==> src/rtl/bpu_pht_update_scheduler.sv <==
`default_nettype none
// ============================================================================
// Module      : bpu_pht_update_scheduler
// Description : Write-port scheduler for the bimodal PHT. Accepts up to two
//               resolved conditional-branch outcomes per cycle (lane 0 older,
//               lane 1 younger). They are queued as {idx, taken} in a small
//               FIFO, and at most one counter update is issued per cycle on
//               the single PHT write port. On request, it also sequences a
//               full-table clear, one index per cycle.
// Ports       : clk, rst           - clock, synchronous active-high reset
//               i_upd{0,1}_*       - lane resolve valid / direction / PC
//               i_clear_req        - pulse, clear whole PHT to 2'b00
//               o_clear_busy       - clear sequence in progress
//               o_pht_wr_*         - PHT write strobe, index, direction, clear
//               o_stat_drop_cnt    - dropped lane updates (saturating)
//               o_stat_wr_cnt      - issued counter updates (wrapping)
// Options     : BPU_PHT_STATS_EN   - when defined, the statistics counters
//                                    are built; otherwise both ports are 0
// Revision    : 1.0 - initial release
// ============================================================================
module bpu_pht_update_scheduler #(
    parameter int PHT_WIDTH  = 10,
    parameter int FIFO_DEPTH = 4,
    parameter int PC_WIDTH   = 32
) (
    input  logic                 clk,
    input  logic                 rst,
    input  logic                 i_upd0_valid,
    input  logic                 i_upd0_taken,
    input  logic [PC_WIDTH-1:0]  i_upd0_pc,
    input  logic                 i_upd1_valid,
    input  logic                 i_upd1_taken,
    input  logic [PC_WIDTH-1:0]  i_upd1_pc,
    input  logic                 i_clear_req,
    output logic                 o_clear_busy,
    output logic                 o_pht_wr_en,
    output logic [PHT_WIDTH-1:0] o_pht_wr_idx,
    output logic                 o_pht_wr_taken,
    output logic                 o_pht_wr_clear,
    output logic [15:0]          o_stat_drop_cnt,
    output logic [31:0]          o_stat_wr_cnt
);

    localparam int AW = (FIFO_DEPTH > 1) ? $clog2(FIFO_DEPTH) : 1;
    localparam int CW = $clog2(FIFO_DEPTH + 1);

    localparam logic [0:0] S_IDLE  = 1'b0;
    localparam logic [0:0] S_CLEAR = 1'b1;

    localparam logic [PHT_WIDTH-1:0] c_last_idx = {PHT_WIDTH{1'b1}};
    localparam logic [CW:0]          c_depth    = (CW+1)'(FIFO_DEPTH);

    // ------------------------------------------------------------------
    // State
    // ------------------------------------------------------------------
    logic [0:0]           r_state;
    logic [PHT_WIDTH-1:0] r_clr_idx;
    logic [AW-1:0]        r_rd_ptr;
    logic [AW-1:0]        r_wr_ptr;
    logic [CW-1:0]        r_count;
    logic [PHT_WIDTH-1:0] r_fifo_idx [FIFO_DEPTH];
    logic                 r_fifo_tkn [FIFO_DEPTH];

    // ------------------------------------------------------------------
    // Combinational scheduling
    // ------------------------------------------------------------------
    logic                 w_idle;
    logic                 w_clr_start;
    logic                 w_accept;
    logic                 w_pop;
    logic [CW:0]          w_free;
    logic                 w_push0;
    logic                 w_push1;
    logic [AW-1:0]        w_wr_ptr1;
    logic [1:0]           w_drop_lanes;
    logic [PHT_WIDTH-1:0] w_idx0;
    logic [PHT_WIDTH-1:0] w_idx1;

    assign w_idx0 = i_upd0_pc[PHT_WIDTH+1:2];
    assign w_idx1 = i_upd1_pc[PHT_WIDTH+1:2];

    assign w_idle      = (r_state == S_IDLE);
    assign w_clr_start = w_idle & i_clear_req;
    // New updates are only taken in IDLE on a cycle without a clear request.
    assign w_accept    = w_idle & ~i_clear_req;
    // The head write is suppressed on the clear-request cycle: the whole
    // queue is being discarded and the table is about to be wiped anyway.
    assign w_pop       = w_accept & (r_count != '0);

    assign w_free = c_depth - {1'b0, r_count} + {{CW{1'b0}}, w_pop};

    // Lane 0 has priority for the last free slot.
    assign w_push0 = w_accept & i_upd0_valid & (w_free >= (CW+1)'(1));
    assign w_push1 = w_accept & i_upd1_valid &
                     (i_upd0_valid ? (w_free >= (CW+1)'(2)) : (w_free >= (CW+1)'(1)));

    assign w_wr_ptr1    = r_wr_ptr + AW'(w_push0);
    assign w_drop_lanes = {1'b0, i_upd0_valid & ~w_push0} +
                          {1'b0, i_upd1_valid & ~w_push1};

    // ------------------------------------------------------------------
    // Control state, pointers and clear sequencer
    // ------------------------------------------------------------------
    always_ff @(posedge clk) begin
        if (rst) begin
            r_state   <= S_IDLE;
            r_clr_idx <= '0;
            r_rd_ptr  <= '0;
            r_wr_ptr  <= '0;
            r_count   <= '0;
        end else if (r_state == S_CLEAR) begin
            if (r_clr_idx == c_last_idx) begin
                r_state   <= S_IDLE;
                r_clr_idx <= '0;
            end else begin
                r_clr_idx <= r_clr_idx + 1'b1;
            end
        end else if (w_clr_start) begin
            // Flush the queue; it stays empty for the whole clear sequence.
            r_state   <= S_CLEAR;
            r_clr_idx <= '0;
            r_rd_ptr  <= '0;
            r_wr_ptr  <= '0;
            r_count   <= '0;
        end else begin
            r_rd_ptr <= r_rd_ptr + AW'(w_pop);
            r_wr_ptr <= r_wr_ptr + AW'(w_push0) + AW'(w_push1);
            r_count  <= r_count + CW'(w_push0) + CW'(w_push1) - CW'(w_pop);
        end
    end

    // FIFO storage needs no reset: entries are only read when counted valid.
    always_ff @(posedge clk) begin
        if (w_push0) begin
            r_fifo_idx[r_wr_ptr] <= w_idx0;
            r_fifo_tkn[r_wr_ptr] <= i_upd0_taken;
        end
        if (w_push1) begin
            r_fifo_idx[w_wr_ptr1] <= w_idx1;
            r_fifo_tkn[w_wr_ptr1] <= i_upd1_taken;
        end
    end

    // ------------------------------------------------------------------
    // PHT write port
    // ------------------------------------------------------------------
    always_comb begin
        o_clear_busy   = 1'b0;
        o_pht_wr_en    = 1'b0;
        o_pht_wr_idx   = '0;
        o_pht_wr_taken = 1'b0;
        o_pht_wr_clear = 1'b0;
        if (r_state == S_CLEAR) begin
            o_clear_busy   = 1'b1;
            o_pht_wr_en    = 1'b1;
            o_pht_wr_idx   = r_clr_idx;
            o_pht_wr_clear = 1'b1;
        end else if (w_pop) begin
            o_pht_wr_en    = 1'b1;
            o_pht_wr_idx   = r_fifo_idx[r_rd_ptr];
            o_pht_wr_taken = r_fifo_tkn[r_rd_ptr];
        end
    end

    // ------------------------------------------------------------------
    // Statistics
    // ------------------------------------------------------------------
`ifdef BPU_PHT_STATS_EN
    logic [15:0] r_drop_cnt;
    logic [31:0] r_wr_cnt;

    always_ff @(posedge clk) begin
        if (rst) begin
            r_drop_cnt <= '0;
            r_wr_cnt   <= '0;
        end else begin
            if (r_drop_cnt > (16'hFFFF - {14'd0, w_drop_lanes}))
                r_drop_cnt <= 16'hFFFF;
            else
                r_drop_cnt <= r_drop_cnt + {14'd0, w_drop_lanes};
            r_wr_cnt <= r_wr_cnt + {31'd0, w_pop};
        end
    end

    assign o_stat_drop_cnt = r_drop_cnt;
    assign o_stat_wr_cnt   = r_wr_cnt;
`else
    logic w_unused_stats;
    assign w_unused_stats  = ^w_drop_lanes;
    assign o_stat_drop_cnt = '0;
    assign o_stat_wr_cnt   = '0;
`endif

    // PC bits outside the index field are not needed.
    logic w_unused_pc_bits;
    assign w_unused_pc_bits = ^{i_upd0_pc[PC_WIDTH-1:PHT_WIDTH+2], i_upd0_pc[1:0],
                                i_upd1_pc[PC_WIDTH-1:PHT_WIDTH+2], i_upd1_pc[1:0]};

endmodule
`default_nettype wire
==> config.mk <==
export PLATFORM = sky130hd
export DESIGN_NAME = bpu_pht_update_scheduler
export DESIGN_NICKNAME = d
export VERILOG_FILES = /design/src/rtl/bpu_pht_update_scheduler.sv
export SDC_FILE = /design/constraint.sdc
export NUM_CORES = 1
export LEC_CHECK = 0
export CELL_PAD_IN_SITES_DETAIL_PLACEMENT = 2
export CELL_PAD_IN_SITES_GLOBAL_PLACEMENT = 2
export CORE_ASPECT_RATIO = 1.1
export CORE_MARGIN = 8
export CORE_UTILIZATION = 37
export CTS_CLUSTER_DIAMETER = 30
export DETAILED_ROUTE_END_ITERATION = 10
export DONT_BUFFER_PORTS = 1
export MAX_ROUTING_LAYER = met4
export PLACE_DENSITY_LB_ADDON = 0.05
export SYNTH_ARGS = -nofsm -noshare
export SYNTH_HDL_FRONTEND = slang
export SYNTH_SLANG_ARGS = --single-unit
==> constraint.sdc <==
create_clock -name clk -period 3.3 [get_ports clk]
set_input_delay 0.165 -clock clk [delete_from_list [all_inputs] [get_ports clk]]
set_output_delay 0.165 -clock clk [all_outputs]
set_load 0.02 [all_outputs]
* Word-level counts from Yosys, hierarchy flattened *
Memory sizes are Yosys's and may differ from the RTL's. A register that Yosys moved wholly into a read port is not among the register bits.
Cells that the tools add are included.

word-level totals
  bits in registers = 18
  RAM bits = 44
  input port bits = 71
  output and inout port bits = 62
  memories kept = 2

memory list
  memory      depth  width  read ports  clocked after Yosys merged registers in  write ports  RTL line  text
  r_fifo_idx  4      10     1           1                                        2            61        logic [PHT_WIDTH-1:0] r_fifo_idx [FIFO_DEPTH];
  r_fifo_tkn  4      1      1           1                                        2            62        logic r_fifo_tkn [FIFO_DEPTH];

cells by class
  add/subtract/negate cells = 9
  $lt $le $gt $ge = 2
  equality and inequality tests = 1
  multiplexer cells = 25
  bitwise gates (word level) = 9
  reduce and logical (&&, ||, !) cells = 2

operators with widths
  cell                   number
  $mux 10                5
  $mux 1                 13
  $mux 2                 6
  $add 10x1->10 const B  1
  $eq 10x10->1 const B   1
  $and 1x1->1            7
  $add 2x1->2            3
  $add 3x1->3            2
  $add 4x1->4            1
  $ge 4x1->1 const B     1
  $ge 4x2->1 const B     1
  $sub 3x3->4 const A    1
  $mux 3                 1
  $reduce_bool 3->1      1
  $sub 3x1->3            1
  $not 1->1              2
  $reduce_bool 2->1      1

* Logic depth before layout (Yosys ltp) *
  depth in word-level cells = 10
  gate-level depth with buffers = 15
  mapped depth without buffers = 15

* Least setup slack after synthesis *
OpenSTA, ideal clock, no wires.

  path kind = register to register
  from = register r_state
  to = memory r_fifo_idx[0][0] (enable)
  arrival = 3.051 ns
  data required time = 2.978 ns
  setup slack = -0.074 ns
  stages on the path, launching flop included = 15
  clock period less this slack = 3.374 ns
  cell sequence = dfxtp_1 > nor2_4 > nand2b_1 > ha_1 > inv_1 > ha_1 > or2_1 > a21oi_1 > a21o_1 > inv_1 > ha_1 > xnor2_1 > nor4b_2 > buf_6 > a31o_2

RTL lines
  what                    RTL line  text
  from (decl)             56        logic [0:0] r_state;
  from (signal assigned)  106       r_state <= S_IDLE;
  from (signal assigned)  113       r_state <= S_IDLE;
  from (signal assigned)  120       r_state <= S_CLEAR;
  to (decl)               61

==> summary.md <==
| Metric | Value |
|---|---|
| Kind of critical path | reg -> reg |
| Max_cap viols | 0 |
| Worst min path class | in -> reg |
| Nets | 415 |
| Fin area | 4620 sq um |
| Launch point of the worst hold path | i_clear_req |
| Max clock buf depth | 2 |
| Core box area | 10300 sq um |
| Initial drt markers | 98 |
| Register area | 1720 sq um |
| R2R setup slack | 0.14 ns |
| Largest vdd supply drop | 270 uV |
| Arr. time, crit path | 3.20 ns |
| # DRC | 0 |
| Leak pwr | 1.75 nW |
| Clock Latency Late Sink | 0.32 ns |
| Top_reg_cell synth | edfxtp_1 |
| Commonest non-fill, non-tap cell in the layout | conb_1 |
| Largest net degree at the start of global routing | 25 |
| Post-synth EDFFs | 44 |
| Capturing point of the worst reg2reg path | r_fifo_idx[3][6] |
| CP delay by family, top | simple AND/OR/NAND/NOR gates |
| CTS Buf Count | 9 |
| Drt via density | 5.01 |
| Mapped Area | 3930 sq um |
| Layout Cells excl Fill | 482 |
| Vias in the first global route | 2657 |
| Wire length per cell | 21.5 microns |
| GR Overflow Total | 0 |
| HPWL after DPL | 6980 microns |
| Clock transition at the registers of the reported paths | 0.06 ns |
| Port buffer count | 0 |
| Worst R2R Path Depth | 17 |
| Root Buffer | clkbuf_16 |
| Top cells by area, synth | edfxtp_1, mux2_4, dfxtp_1 |
| First-pass GRT wire length | 15100 microns |
| Chip height | 124 microns |
| Worst path bufs/invs | 6 |
| Via Count | 2415 |
| Most frequent cells in the layout | conb_1, edfxtp_1, mux2_4 |
| Worst setup SP type | register |
| Hold Worst Slack | 0.0387 ns |
| CP peak stage delay | 0.32 ns |
| First-pass detailed-route iteration total | 4 |
| Ys async rst share | 0% |
| Most used cell, CP | ha_4 |
| Die area | 14200 sq um |
| WL final | 10400 microns |
| Initial antenna violation count | 0 |
| CP max-delay cell | dfxtp_2 |
| Footprint of the multi-input gates | 2000 sq um |
| GP Congestion | 0.701 |
| Synth Register Bits | 64 |
| Ant diodes | 0 |
| WHS Endpoint | r_state |
| Crit-path max FO | 6 |
| Fillers | 1046 |
| CTS tree | yes |
| Unique masters post-synth | 47 |
| Endpoint class of the critical path | register |
| Seq/Total Area, Yosys | 43.8% |
| Period utilization | 95.9% |
| Top cell type's share of synthesized area | 33.6% |
| Top-Level Pins | 133 |
| Worst R2R Start | r_count[2] |
| Gr usage total | 14.7% |
| Antenna viol nets, final | 0 |
| Status | finished clean |
| Cell accounting for the most synthesized area | edfxtp_1 |
| Synth warnings | 0 |
| Setup violations, final | 0 |
| Max frequency | 0.316 GHz |
| Pwr Total | 2.23 mW |
| Power Density | 482 nW/um^2 |
| Post-Syn Instances | 309 |
| Layout cells sized above 1 | 36.6% |
| Cells after DPL | 457 |
| Num rows | 39 |
| Chip width | 114 microns |
| CP cell instances | nor3_2, nand2b_4, ha_4, inv_2, ha_4, or2_4, a21oi_2, a21o_1, inv_2, ha_4, xnor2_4, buf_6, nor4b_4, buf_6, buf_12, a31o_4, clkbuf_16 |
| Clk sinks | 64 |
| Placed Area | 4120 sq um |
| H-tree depth | 3 |
| Critical path data required time | 3.34 ns |
| Worst slew margin | 48.2% |
| WHS Path Cells | 2 |
| Measured slew at the worst slew-check pin | 0.774 ns |
| Final Max Tran Viols | 0 |
| Avg Inst Size Synth | 12.7 sq um |
| Worst Clk Skew | 0.00455 ns |
| Min Tclk post-route | 3.16 ns |
| Initial core utilization | 38.0% |
| Final hold violations | 0 |
| Layout area overhead | 17.7% |
-- kinds of logic after synthesis --
| kind of cell | after synthesis | share of synthesized area (%) |
|---|---|---|
| other | 1 | 0.0955 |
| AOI/OAI and AO/OA | 44 | 8.28 |
| muxes | 56 | 22.6 |
| adders and majority gates | 10 | 3.57 |
| xor gates and xnor gates | 5 | 1.12 |
| buffers and inverters | 74 | 12.6 |
| and+or+nand+nor | 55 | 7.90 |
| DFF | 64 | 43.8 |
-- synth_stat cells, drive strengths merged (2+ instances only) --
master and instances:
a31oi 5, nand3 6, nor2 16, o211ai 2, mux4 11, nor3 2
and4 2, buf 56, clkbuf 8, nor4b 2, nand2 11, a22o 10
a22oi 4, edfxtp 44, a21oi 11, o21ai 2, or2 3, and3 3
fa 2, ha 8, xor2 3, nand4 3, xnor2 2, a31o 4
dfxtp 20, mux2 44, a211oi 3, inv 10
-- where the power goes --
part           internal [mW]  switching [mW]  total (mW)  leakage (nW)
sequential             0.895          0.0180       0.913         0.564
combinational          0.165           0.206       0.371          1.04
clock                  0.581           0.363       0.944         0.140
total                   1.64           0.587        2.23          1.75
-- flip-flops by register name, indices dropped and copies added (netlist names), named ones only --
signal and flops:
r_wr_ptr 2, r_state 1, r_clr_idx 10, r_count 3, r_rd_ptr 2, r_fifo_tkn 4, r_fifo_idx 40
-- per-stage QoR --
step | setup slack [ns] | setup TNS [ns] | utilization, %
floorplan | 0.109 | 0 | -
global placement | -0.0109 | -0.0203 | 39.8
detailed placement | 0.0287 | 0 | 39.8
CTS | 0.00638 | 0 | 42.7
global route | -0.00179 | -0.00356 | 44.7
finish | 0.135 | 0 | 44.7
-- per-layer routing --
| layer | routed length, microns | vias up | GRT usage (%) |
|---|---|---|---|
| li1 | - | 1105 | - |
| met1 | 4110 | 1253 | 15.7 |
| met2 | 5690 | 50 | 26.6 |
| met3 | 484 | 7 | 3.39 |
| met4 | 92 | 0 | 4.50 |
| met5 | 0 | - | - |
-- worst max-delay path by stage --
stage	from	slack, ns	endpoint	cells after the start
CTS	r_count[0]	0.006	r_fifo_tkn[3]	15
finish	r_count[2]	0.14	r_fifo_idx[3][6]	17
detailed placement	r_count[0]	0.03	r_fifo_tkn[3]	15
global route	r_count[2]	-0.002	r_fifo_idx[3][6]	17
global placement	r_count[0]	-0.01	r_fifo_tkn[3]	15
floorplan	r_count[1]	0.11	r_fifo_idx[0][0]	14
-- cell type report --
| class | count | share of cell area (%) |
|---|---|---|
| Multi-Input combinational cell | 218 | 43.3 |
| Sequential cell | 64 | 37.3 |
| Timing Repair Buffer | 31 | 8.45 |
| Clock buffer | 10 | 4.95 |
| Tap cell | 143 | 3.87 |
| Clock inverter | 6 | 1.30 |
| Inverter | 10 | 0.812 |
-- what timing repair did --
action                                  4_1_cts  5_1_grt
gates resized for setup                       0       19
buffers inserted                              0        6
hold buffers                                  1        0
hold endpoints to repair                     20        0
endpoints found under the setup margin        0       90
(Power assumes the default switching activity.)
